[src/rtl/alu_issue_stage.sv]
// ID->EX issue stage: decodes the MIPS-32 instruction in ID, forwards operands,
// detects load-use hazards and registers the ALU operand/op bundle for EX.
module alu_issue_stage #(
  parameter int DWIDTH = 32
) (
  input  logic              clk,
  input  logic              rst,
  input  logic              id_valid,
  input  logic [31:0]       id_instr,
  input  logic [DWIDTH-1:0] id_rs_data,
  input  logic [DWIDTH-1:0] id_rt_data,
  input  logic              stall,
  input  logic              flush,
  input  logic              exm_wen,
  input  logic [4:0]        exm_rd,
  input  logic [DWIDTH-1:0] exm_data,
  input  logic              wb_wen,
  input  logic [4:0]        wb_rd,
  input  logic [DWIDTH-1:0] wb_data,
  output logic              ex_valid,
  output logic [3:0]        ex_op,
  output logic [DWIDTH-1:0] ex_rs1,
  output logic [DWIDTH-1:0] ex_rs2,
  output logic [DWIDTH-1:0] ex_store_data,
  output logic [4:0]        ex_rd,
  output logic              ex_reg_write,
  output logic              ex_mem_read,
  output logic              ex_mem_write,
  output logic              ex_branch,
  output logic              ex_ovf_chk,
  output logic              ex_illegal,
  output logic              hazard_stall
);

  localparam logic [3:0] OP_AND = 4'b0000;
  localparam logic [3:0] OP_OR  = 4'b0001;
  localparam logic [3:0] OP_ADD = 4'b0010;
  localparam logic [3:0] OP_SUB = 4'b0110;
  localparam logic [3:0] OP_SLT = 4'b0111;
  localparam logic [3:0] OP_SLL = 4'b1001;
  localparam logic [3:0] OP_SRL = 4'b1010;
  localparam logic [3:0] OP_NOR = 4'b1100;
  localparam logic [3:0] OP_SRA = 4'b1101;
  localparam logic [3:0] OP_LUI = 4'b1110;

  localparam logic [5:0] OPC_RTYPE = 6'h00;
  localparam logic [5:0] OPC_BEQ   = 6'h04;
  localparam logic [5:0] OPC_ADDI  = 6'h08;
  localparam logic [5:0] OPC_ADDIU = 6'h09;
  localparam logic [5:0] OPC_SLTI  = 6'h0A;
  localparam logic [5:0] OPC_ANDI  = 6'h0C;
  localparam logic [5:0] OPC_ORI   = 6'h0D;
  localparam logic [5:0] OPC_LUI   = 6'h0F;
  localparam logic [5:0] OPC_LW    = 6'h23;
  localparam logic [5:0] OPC_SW    = 6'h2B;

  localparam logic [5:0] FN_SLL  = 6'h00;
  localparam logic [5:0] FN_SRL  = 6'h02;
  localparam logic [5:0] FN_SRA  = 6'h03;
  localparam logic [5:0] FN_ADD  = 6'h20;
  localparam logic [5:0] FN_ADDU = 6'h21;
  localparam logic [5:0] FN_SUB  = 6'h22;
  localparam logic [5:0] FN_SUBU = 6'h23;
  localparam logic [5:0] FN_AND  = 6'h24;
  localparam logic [5:0] FN_OR   = 6'h25;
  localparam logic [5:0] FN_NOR  = 6'h27;
  localparam logic [5:0] FN_SLT  = 6'h2A;

  function automatic logic [DWIDTH-1:0] sext16(input logic [15:0] v);
    return {{(DWIDTH-16){v[15]}}, v};
  endfunction

  function automatic logic [DWIDTH-1:0] zext16(input logic [15:0] v);
    return {{(DWIDTH-16){1'b0}}, v};
  endfunction

  // Youngest producer wins; $0 is hardwired to zero regardless of any writeback.
  function automatic logic [DWIDTH-1:0] fwd(
    input logic [4:0]        src,
    input logic [DWIDTH-1:0] regval,
    input logic              e_wen,
    input logic [4:0]        e_rd,
    input logic [DWIDTH-1:0] e_data,
    input logic              w_wen,
    input logic [4:0]        w_rd,
    input logic [DWIDTH-1:0] w_data
  );
    if (src == 5'd0)                    return '0;
    else if (e_wen && (e_rd == src))    return e_data;
    else if (w_wen && (w_rd == src))    return w_data;
    else                                return regval;
  endfunction

  logic [5:0]        opcode_p0;
  logic [5:0]        funct_p0;
  logic [4:0]        rs_p0, rt_p0, rdf_p0, shamt_p0;
  logic [15:0]       imm_p0;
  logic [DWIDTH-1:0] rs_fwd_p0, rt_fwd_p0;

  assign opcode_p0 = id_instr[31:26];
  assign rs_p0     = id_instr[25:21];
  assign rt_p0     = id_instr[20:16];
  assign rdf_p0    = id_instr[15:11];
  assign shamt_p0  = id_instr[10:6];
  assign funct_p0  = id_instr[5:0];
  assign imm_p0    = id_instr[15:0];

  assign rs_fwd_p0 = fwd(rs_p0, id_rs_data, exm_wen, exm_rd, exm_data, wb_wen, wb_rd, wb_data);
  assign rt_fwd_p0 = fwd(rt_p0, id_rt_data, exm_wen, exm_rd, exm_data, wb_wen, wb_rd, wb_data);

  logic [3:0]        op_p0;
  logic [DWIDTH-1:0] rs1_p0, rs2_p0;
  logic [4:0]        rd_p0;
  logic              wr_p0, mem_read_p0, mem_write_p0, branch_p0, ovf_p0, illegal_p0;
  logic              rs_used_p0, rt_used_p0;

  // ---- ID: decode and operand selection ----
  always_comb begin
    op_p0        = OP_AND;
    rs1_p0       = '0;
    rs2_p0       = '0;
    rd_p0        = 5'd0;
    wr_p0        = 1'b0;
    mem_read_p0  = 1'b0;
    mem_write_p0 = 1'b0;
    branch_p0    = 1'b0;
    ovf_p0       = 1'b0;
    illegal_p0   = 1'b0;
    rs_used_p0   = 1'b0;
    rt_used_p0   = 1'b0;
    case (opcode_p0)
      OPC_RTYPE: begin
        case (funct_p0)
          FN_ADD, FN_ADDU, FN_SUB, FN_SUBU, FN_AND, FN_OR, FN_NOR, FN_SLT: begin
            rs1_p0     = rs_fwd_p0;
            rs2_p0     = rt_fwd_p0;
            rd_p0      = rdf_p0;
            wr_p0      = 1'b1;
            rs_used_p0 = 1'b1;
            rt_used_p0 = 1'b1;
            ovf_p0     = (funct_p0 == FN_ADD) || (funct_p0 == FN_SUB);
            case (funct_p0)
              FN_ADD, FN_ADDU: op_p0 = OP_ADD;
              FN_SUB, FN_SUBU: op_p0 = OP_SUB;
              FN_OR:           op_p0 = OP_OR;
              FN_NOR:          op_p0 = OP_NOR;
              FN_SLT:          op_p0 = OP_SLT;
              default:         op_p0 = OP_AND;
            endcase
          end
          FN_SLL, FN_SRL, FN_SRA: begin
            rs1_p0     = rt_fwd_p0;
            rs2_p0     = {{(DWIDTH-5){1'b0}}, shamt_p0};
            rd_p0      = rdf_p0;
            wr_p0      = 1'b1;
            rt_used_p0 = 1'b1;
            case (funct_p0)
              FN_SRL:  op_p0 = OP_SRL;
              FN_SRA:  op_p0 = OP_SRA;
              default: op_p0 = OP_SLL;
            endcase
          end
          default: illegal_p0 = 1'b1;
        endcase
      end
      OPC_ADDI, OPC_ADDIU, OPC_SLTI, OPC_ANDI, OPC_ORI, OPC_LUI: begin
        rs1_p0     = rs_fwd_p0;
        rd_p0      = rt_p0;
        wr_p0      = 1'b1;
        rs_used_p0 = 1'b1;
        case (opcode_p0)
          OPC_ADDI:  begin op_p0 = OP_ADD; rs2_p0 = sext16(imm_p0); ovf_p0 = 1'b1; end
          OPC_ADDIU: begin op_p0 = OP_ADD; rs2_p0 = sext16(imm_p0); end
          OPC_SLTI:  begin op_p0 = OP_SLT; rs2_p0 = sext16(imm_p0); end
          OPC_ANDI:  begin op_p0 = OP_AND; rs2_p0 = zext16(imm_p0); end
          OPC_ORI:   begin op_p0 = OP_OR;  rs2_p0 = zext16(imm_p0); end
          default:   begin op_p0 = OP_LUI; rs2_p0 = zext16(imm_p0); end
        endcase
      end
      OPC_LW: begin
        op_p0       = OP_ADD;
        rs1_p0      = rs_fwd_p0;
        rs2_p0      = sext16(imm_p0);
        rd_p0       = rt_p0;
        wr_p0       = 1'b1;
        mem_read_p0 = 1'b1;
        rs_used_p0  = 1'b1;
      end
      OPC_SW: begin
        op_p0        = OP_ADD;
        rs1_p0       = rs_fwd_p0;
        rs2_p0       = sext16(imm_p0);
        mem_write_p0 = 1'b1;
        rs_used_p0   = 1'b1;
        rt_used_p0   = 1'b1;
      end
      OPC_BEQ: begin
        op_p0      = OP_SUB;
        rs1_p0     = rs_fwd_p0;
        rs2_p0     = rt_fwd_p0;
        branch_p0  = 1'b1;
        rs_used_p0 = 1'b1;
        rt_used_p0 = 1'b1;
      end
      default: illegal_p0 = 1'b1;
    endcase
  end

  // The load result is not available until MEM, so a dependent instruction waits one cycle.
  assign hazard_stall = id_valid && ex_valid && ex_mem_read && (ex_rd != 5'd0) &&
                        ((rs_used_p0 && (ex_rd == rs_p0)) || (rt_used_p0 && (ex_rd == rt_p0)));

  logic bubble_p0;
  assign bubble_p0 = flush || (!stall && (hazard_stall || !id_valid));

  // ---- ID/EX register ----
  always_ff @(posedge clk) begin
    if (rst || bubble_p0) begin
      ex_valid      <= 1'b0;
      ex_op         <= OP_AND;
      ex_rs1        <= '0;
      ex_rs2        <= '0;
      ex_store_data <= '0;
      ex_rd         <= 5'd0;
      ex_reg_write  <= 1'b0;
      ex_mem_read   <= 1'b0;
      ex_mem_write  <= 1'b0;
      ex_branch     <= 1'b0;
      ex_ovf_chk    <= 1'b0;
      ex_illegal    <= 1'b0;
    end else if (!stall) begin
      ex_valid      <= 1'b1;
      ex_op         <= op_p0;
      ex_rs1        <= rs1_p0;
      ex_rs2        <= rs2_p0;
      ex_store_data <= rt_fwd_p0;
      ex_rd         <= rd_p0;
      ex_reg_write  <= wr_p0 && (rd_p0 != 5'd0);
      ex_mem_read   <= mem_read_p0;
      ex_mem_write  <= mem_write_p0;
      ex_branch     <= branch_p0;
      ex_ovf_chk    <= ovf_p0;
      ex_illegal    <= illegal_p0;
    end
  end

endmodule

[config.mk]
export PLATFORM = sky130hd
export DESIGN_NAME = alu_issue_stage
export DESIGN_NICKNAME = d
export VERILOG_FILES = /design/src/rtl/alu_issue_stage.sv
export SDC_FILE = /design/constraint.sdc
export NUM_CORES = 1
export LEC_CHECK = 0
export CORE_ASPECT_RATIO = 1.4
export CORE_MARGIN = 1.5
export CORE_UTILIZATION = 39
export CTS_CLUSTER_SIZE = 10
export DETAILED_ROUTE_END_ITERATION = 12
export PLACE_DENSITY_LB_ADDON = 0.05
export SLEW_MARGIN = 20
export SYNTH_ARGS = -nofsm -noshare
export SYNTH_HDL_FRONTEND = slang
export SYNTH_SLANG_ARGS = --single-unit
export TNS_END_PERCENT = 30
[constraint.sdc]
create_clock -name clk -period 2.5 [get_ports clk]
set_input_delay 0.5 -clock clk [delete_from_list [all_inputs] [get_ports clk]]
set_output_delay 0.5 -clock clk [all_outputs]
set_load 0.1 [all_outputs]
; Word level (Yosys, flattened, before mapping)
; Index checks and enable logic that the tools add are counted.
[totals]
ff_bits = 112
input_bits = 177
wordCells = 105
[classes]
eq_ne = 25
mux = 31
reduce_logical = 37
[ops]
columns = operator, count
row1 = $mux 32, 7
row2 = $pmux 32 s2, 3
row3 = $pmux 32 s4, 1
row4 = $eq 6x6->1 const B, 10
row5 = $eq 6x4->1 const B, 6
row6 = $pmux 4 s4, 2
row7 = $eq 5x5->1, 6
row8 = $pmux 4 s5, 1
row9 = $eq 6x2->1 const B, 2
row10 = $logic_and 1x1->1, 12
row11 = $logic_not 6->1, 2
row12 = $reduce_or 11->1, 1
row13 = $logic_not 5->1, 2
row14 = $pmux 1 s2, 5
row15 = $pmux 5 s2, 1
row16 = $reduce_bool 5->1, 2
row17 = $reduce_or 2->1, 5
row18 = $reduce_or 9->1, 1
row19 = $mux 1, 8
row20 = $pmux 4 s2, 1
row21 = $reduce_or 8->1, 1
row22 = $reduce_or 7->1, 1
row23 = $eq 6x3->1 const B, 1
row24 = $pmux 3 s2, 1
row25 = 5 further kinds, 11

; Logic depth before layout (Yosys ltp)
[depth]
ltp_word = 11
mapped_depth = 9

; Least setup slack after synthesis
; No wires, ideal clock.
[synth_path]
kind = input port to output port
start = input id_instr[26]
end = output hazard_stall
t_arrival_ns = 2.571
required_ns = 2.000
setup_slack_ns = -0.571
path_stages = 6
n_path_buf = 1
path_cell_list = buf_2 or4_4 nor4_4 o31ai_1 a211o_1 nand2_1
[synth_between]
elab_chain_len = 6
word_cells_on_any_way = 18
cone_classes = 9 x eq/ne / 2 x mux / 7 x reduce/logical
[synth_rtl]
columns = item, line
row1 = from (decl), 9  ; input logic [31:0] id_instr,
row2 = "$eq 6x4->1, or another cell as far along", 131  ; case (opcode_p0)
row3 = $reduce_or 9->1 (no source line) or $reduce_or 2->1 (tied branches), --
row4 = $pmux 1 s2, 131
row5 = $logic_and 1x1->1, 211  ; ((rs_used_p0 && (ex_rd == rs_p0)) || (rt_used_p0 && (ex_rd == rt_p0)));
row6 = $logic_or 1x1->1 *, 211
row7 = $logic_and 1x1->1 *, 210  ; assign hazard_stall = id_valid && ex_valid && ex_mem_read && (ex_rd != 5'd0) &&
row8 = to (decl), 32  ; output logic hazard_stall
; Every way passes the cells marked *; elsewhere a longest branch is shown, timed or not.

; Final worst setup path
[layout_path]
start = input id_instr[30]
end = output hazard_stall
; Same word-level chain as after synthesis.

==> impl_results.md <==
* Initial Util at 0.4021
* Via Count at 8120
* Share of synthesized registers carrying an async set or reset at 0
* CTS Sinks at 112
* Top FF cell, synth: dfxtp_1
* Final Non-Filler Cells at 1363
* EDFF count, synth at 0
* DRT iter0 DRCs at 643
* Area growth from synthesis to layout at 63.56%
* Rel. slew slack at 0.5742
* Yosys reg bits at around 110
* Final instance area at 10730 sq um
* Worst EP required at approximately 2.0 ns
* Htree depth at 3
* Number of global-route vias before repair at about 7.6k
* Fin. max-slew vios at 0
* I/O pin count at 290
* Clk root buf: clkbuf_16
* Die area at 17620 sq um
* Clock Pin Slew Worst Setup and Hold Paths at approximately 0.080 ns
* CP Launch Type: primary input
* Die X at 112.6 um
* Syn Nets at 1001
* CTS tree: done
* WS Path Type: primary input to output port
* Critical Path End Type: output port
* Syn Inst Count at around 820
* RSZ-0062 raised after global routing: true
* Seq/Total Area, Yosys at 0.3419
* Clk buf depth at 2
* Crit Path Max Fanout at 2
* Worst-Margin Slew at 0.6387 ns
* Syn_area_per_cell at 7.960 sq um
* CTS Buf Count at 9
* Via-per-instance ratio at 5.957
* Residual DRC count at 0
* Final hold violation count at 0
* Routed WL at 28890 um
* Placer Congestion at roughly 0.91
* Layout net count at around 1.3k
* Setup crit start: id_instr[30]
* Final worst path period share at 1.033
* Detail Route Antenna Nets at 0
* Pleak at just over 0.004 uW
* YS warnings at 0
* Dpl cell area at 10150 sq um
* Min Tclk post-route at roughly 2.6 ns
* Max_cap viols at 0
* Fraction of layout cells with a size suffix above 1 at 0.2435
* Total gr overflow at 0
* Die Ht at roughly 160 um
* Reg2reg start: ex_rd[3]
* Synth cell types at 52
* Failing checks: setup timing
* Initial antenna violation count at 1
* Synthesized cell area at 6559 sq um
* Avg WL per Cell at 21.20 um
* Critical Path AT at roughly 2.1 ns
* Clock Skew at 0.01445 ns
* FP Rows at 55
* Skew-Pair Late Insertion Delay at 0.36 ns
* Power Density at 438.4 nW/um^2
* Setup violations, final at 7
* Hold_buf cts at 0
* CORE AREA at about 16000 sq um
* Final worst slack at -0.08347 ns
* Total GRT Usage at 0.3192
* Final HPWL DP at roughly 21000 um
* Peak supply drop at 0.0003101 V
* Max Fclk at around 0.39 GHz
* First-pass GRT wire length at 43300 um
* Hold Path Class: flip-flop to flip-flop
* Hold Crit Start: ex_op[0]
* PortBufs at 289
* Status: finished with violations
* DR pass1 iterations at 5
* Largest net degree at the start of global routing at 65
* Placed Cells incl. Taps at around 1.3k
-- layout by cell type (no fill, tap or decap), types with 3 or more instances in the layout --
| cell type | synthesis | final |
|---|---|---|
| a211o_1 | 34 | 34 |
| a21oi_1 | 53 | 52 |
| a221o_1 | 5 | 5 |
| a221oi_1 | 32 | 32 |
| a22oi_1 | 65 | 65 |
| a31oi_1 | 34 | 34 |
| and2_1 | 4 | 4 |
| and3_1 | 13 | 12 |
| and4_1 | 3 | 3 |
| buf_12 | 0 | 19 |
| buf_4 | 9 | 212 |
| buf_6 | 0 | 6 |
| clkbuf_16 | 0 | 9 |
| clkdlybuf4s50_1 | 0 | 163 |
| dfxtp_1 | 112 | 110 |
| dlymetal6s2s_1 | 0 | 7 |
| inv_1 | 6 | 6 |
| mux2i_1 | 34 | 34 |
| nand2_1 | 17 | 16 |
| nand3_1 | 4 | 3 |
| nand4_1 | 35 | 35 |
| nor2_1 | 113 | 111 |
| nor2b_1 | 4 | 3 |
| nor3_1 | 44 | 43 |
| nor4_1 | 8 | 7 |
| o21ai_0 | 44 | 43 |
| o22ai_1 | 3 | 3 |
| or4_1 | 6 | 6 |
| xnor2_1 | 18 | 17 |
| xor2_1 | 13 | 13 |
-- Yosys cell counts, drive strengths merged, types with 32 or more instances --
cell type	n	area [sq um]
clkbuf	74	277.8
a22oi	65	488.0
dfxtp	112	2242
mux2i	34	340.3
a221oi	32	280.3
a21oi	53	265.3
a211o	34	297.8
nand4	35	219.0
nor2	113	424.2
o21ai	44	220.2
nor3	44	220.2
a31oi	34	212.7
-- critical path, cell delays in order --
cell     delay (ns)
buf_6          0.09
or4_4          0.55
nor4_4         0.23
o31ai_4        0.13
a211o_1        0.32
nand2_4        0.09
buf_12         0.17
-- sequential cells by signal, summed over array words and instances, names as in the netlist --
signal / flops
ex_reg_write: 1
ex_valid: 1
ex_rs1: 32
ex_mem_read: 1
ex_branch: 1
ex_ovf_chk: 1
ex_mem_write: 1
ex_op: 4
ex_rs2: 32
ex_store_data: 32
ex_illegal: 1
ex_rd: 5
-- cells by family after synthesis --
| logic type | Yosys count | synth area share |
|---|---|---|
| AOI/OAI and AO/OA | 287 | 0.3024 |
| xor gates and xnor gates | 31 | 0.04140 |
| buffers and inverters | 97 | 0.06219 |
| DFF | 112 | 0.3419 |
| muxes | 35 | 0.05361 |
| and+or+nand+nor | 262 | 0.1986 |
-- what timing repair did --
item                       4_1_cts  5_1_grt
buffers inserted                 7        4
resized for setup               27       17
pin swaps                        5       10
setup endpoints to repair      113      113
cloned                           3        0
-- final cells by class --
type | count | area, sq um
multi-input combinational | 615 | 4041
clock inverter | 7 | 70.07
sequential | 112 | 2245
clock buffer | 9 | 225.2
timing repair buffer | 413 | 3870
fill | 1465 | 5582
tap | 199 | 249.0
inverter | 6 | 22.52
antenna | 2 | 5.005
-- metal layers --
layer | track usage | wire length, um
met5 | 0 | 0
met4 | 0.1609 | 1323
met3 | 0.07707 | 2454
met2 | 0.5575 | 14510
met1 | 0.3617 | 10600
-- per-stage QoR --
step	setup TNS, ns	worst slack (ns)	total power (uW)	util	hold slack, ns
final	-0.1013	-0.08347	4703	0.6578	0.4645
after floorplan	-9.838	-0.1564	2575	-	0.7060
after detailed placement	-65.05	-0.6028	3230	0.6221	0.4561
after CTS	-7.941	-0.2376	4705	0.6509	0.4590
after global placement	-61.48	-0.5644	3227	0.6221	0.4481
after global routing	-1.637	-0.1273	4881	0.6576	0.4802
-- report_power, final --
group | switching, uW | leakage [uW] | internal (uW)
registers | 25.6 | 0.000907 | 1820
clock network | 740 | 0.000147 | 708
logic | 801 | 0.00310 | 609
total | 1570 | 0.00416 | 3140
-- worst paths after layout --
check	end	slack (ns)	cells after the start
max	hazard_stall	-0.08	7
min	ex_op[0]	0.46	2
min reg2reg	ex_op[0]	0.46	2
max reg2reg	ex_rs2[30]	0.19	10
Note: power is estimated with default switching activity, not from simulation.
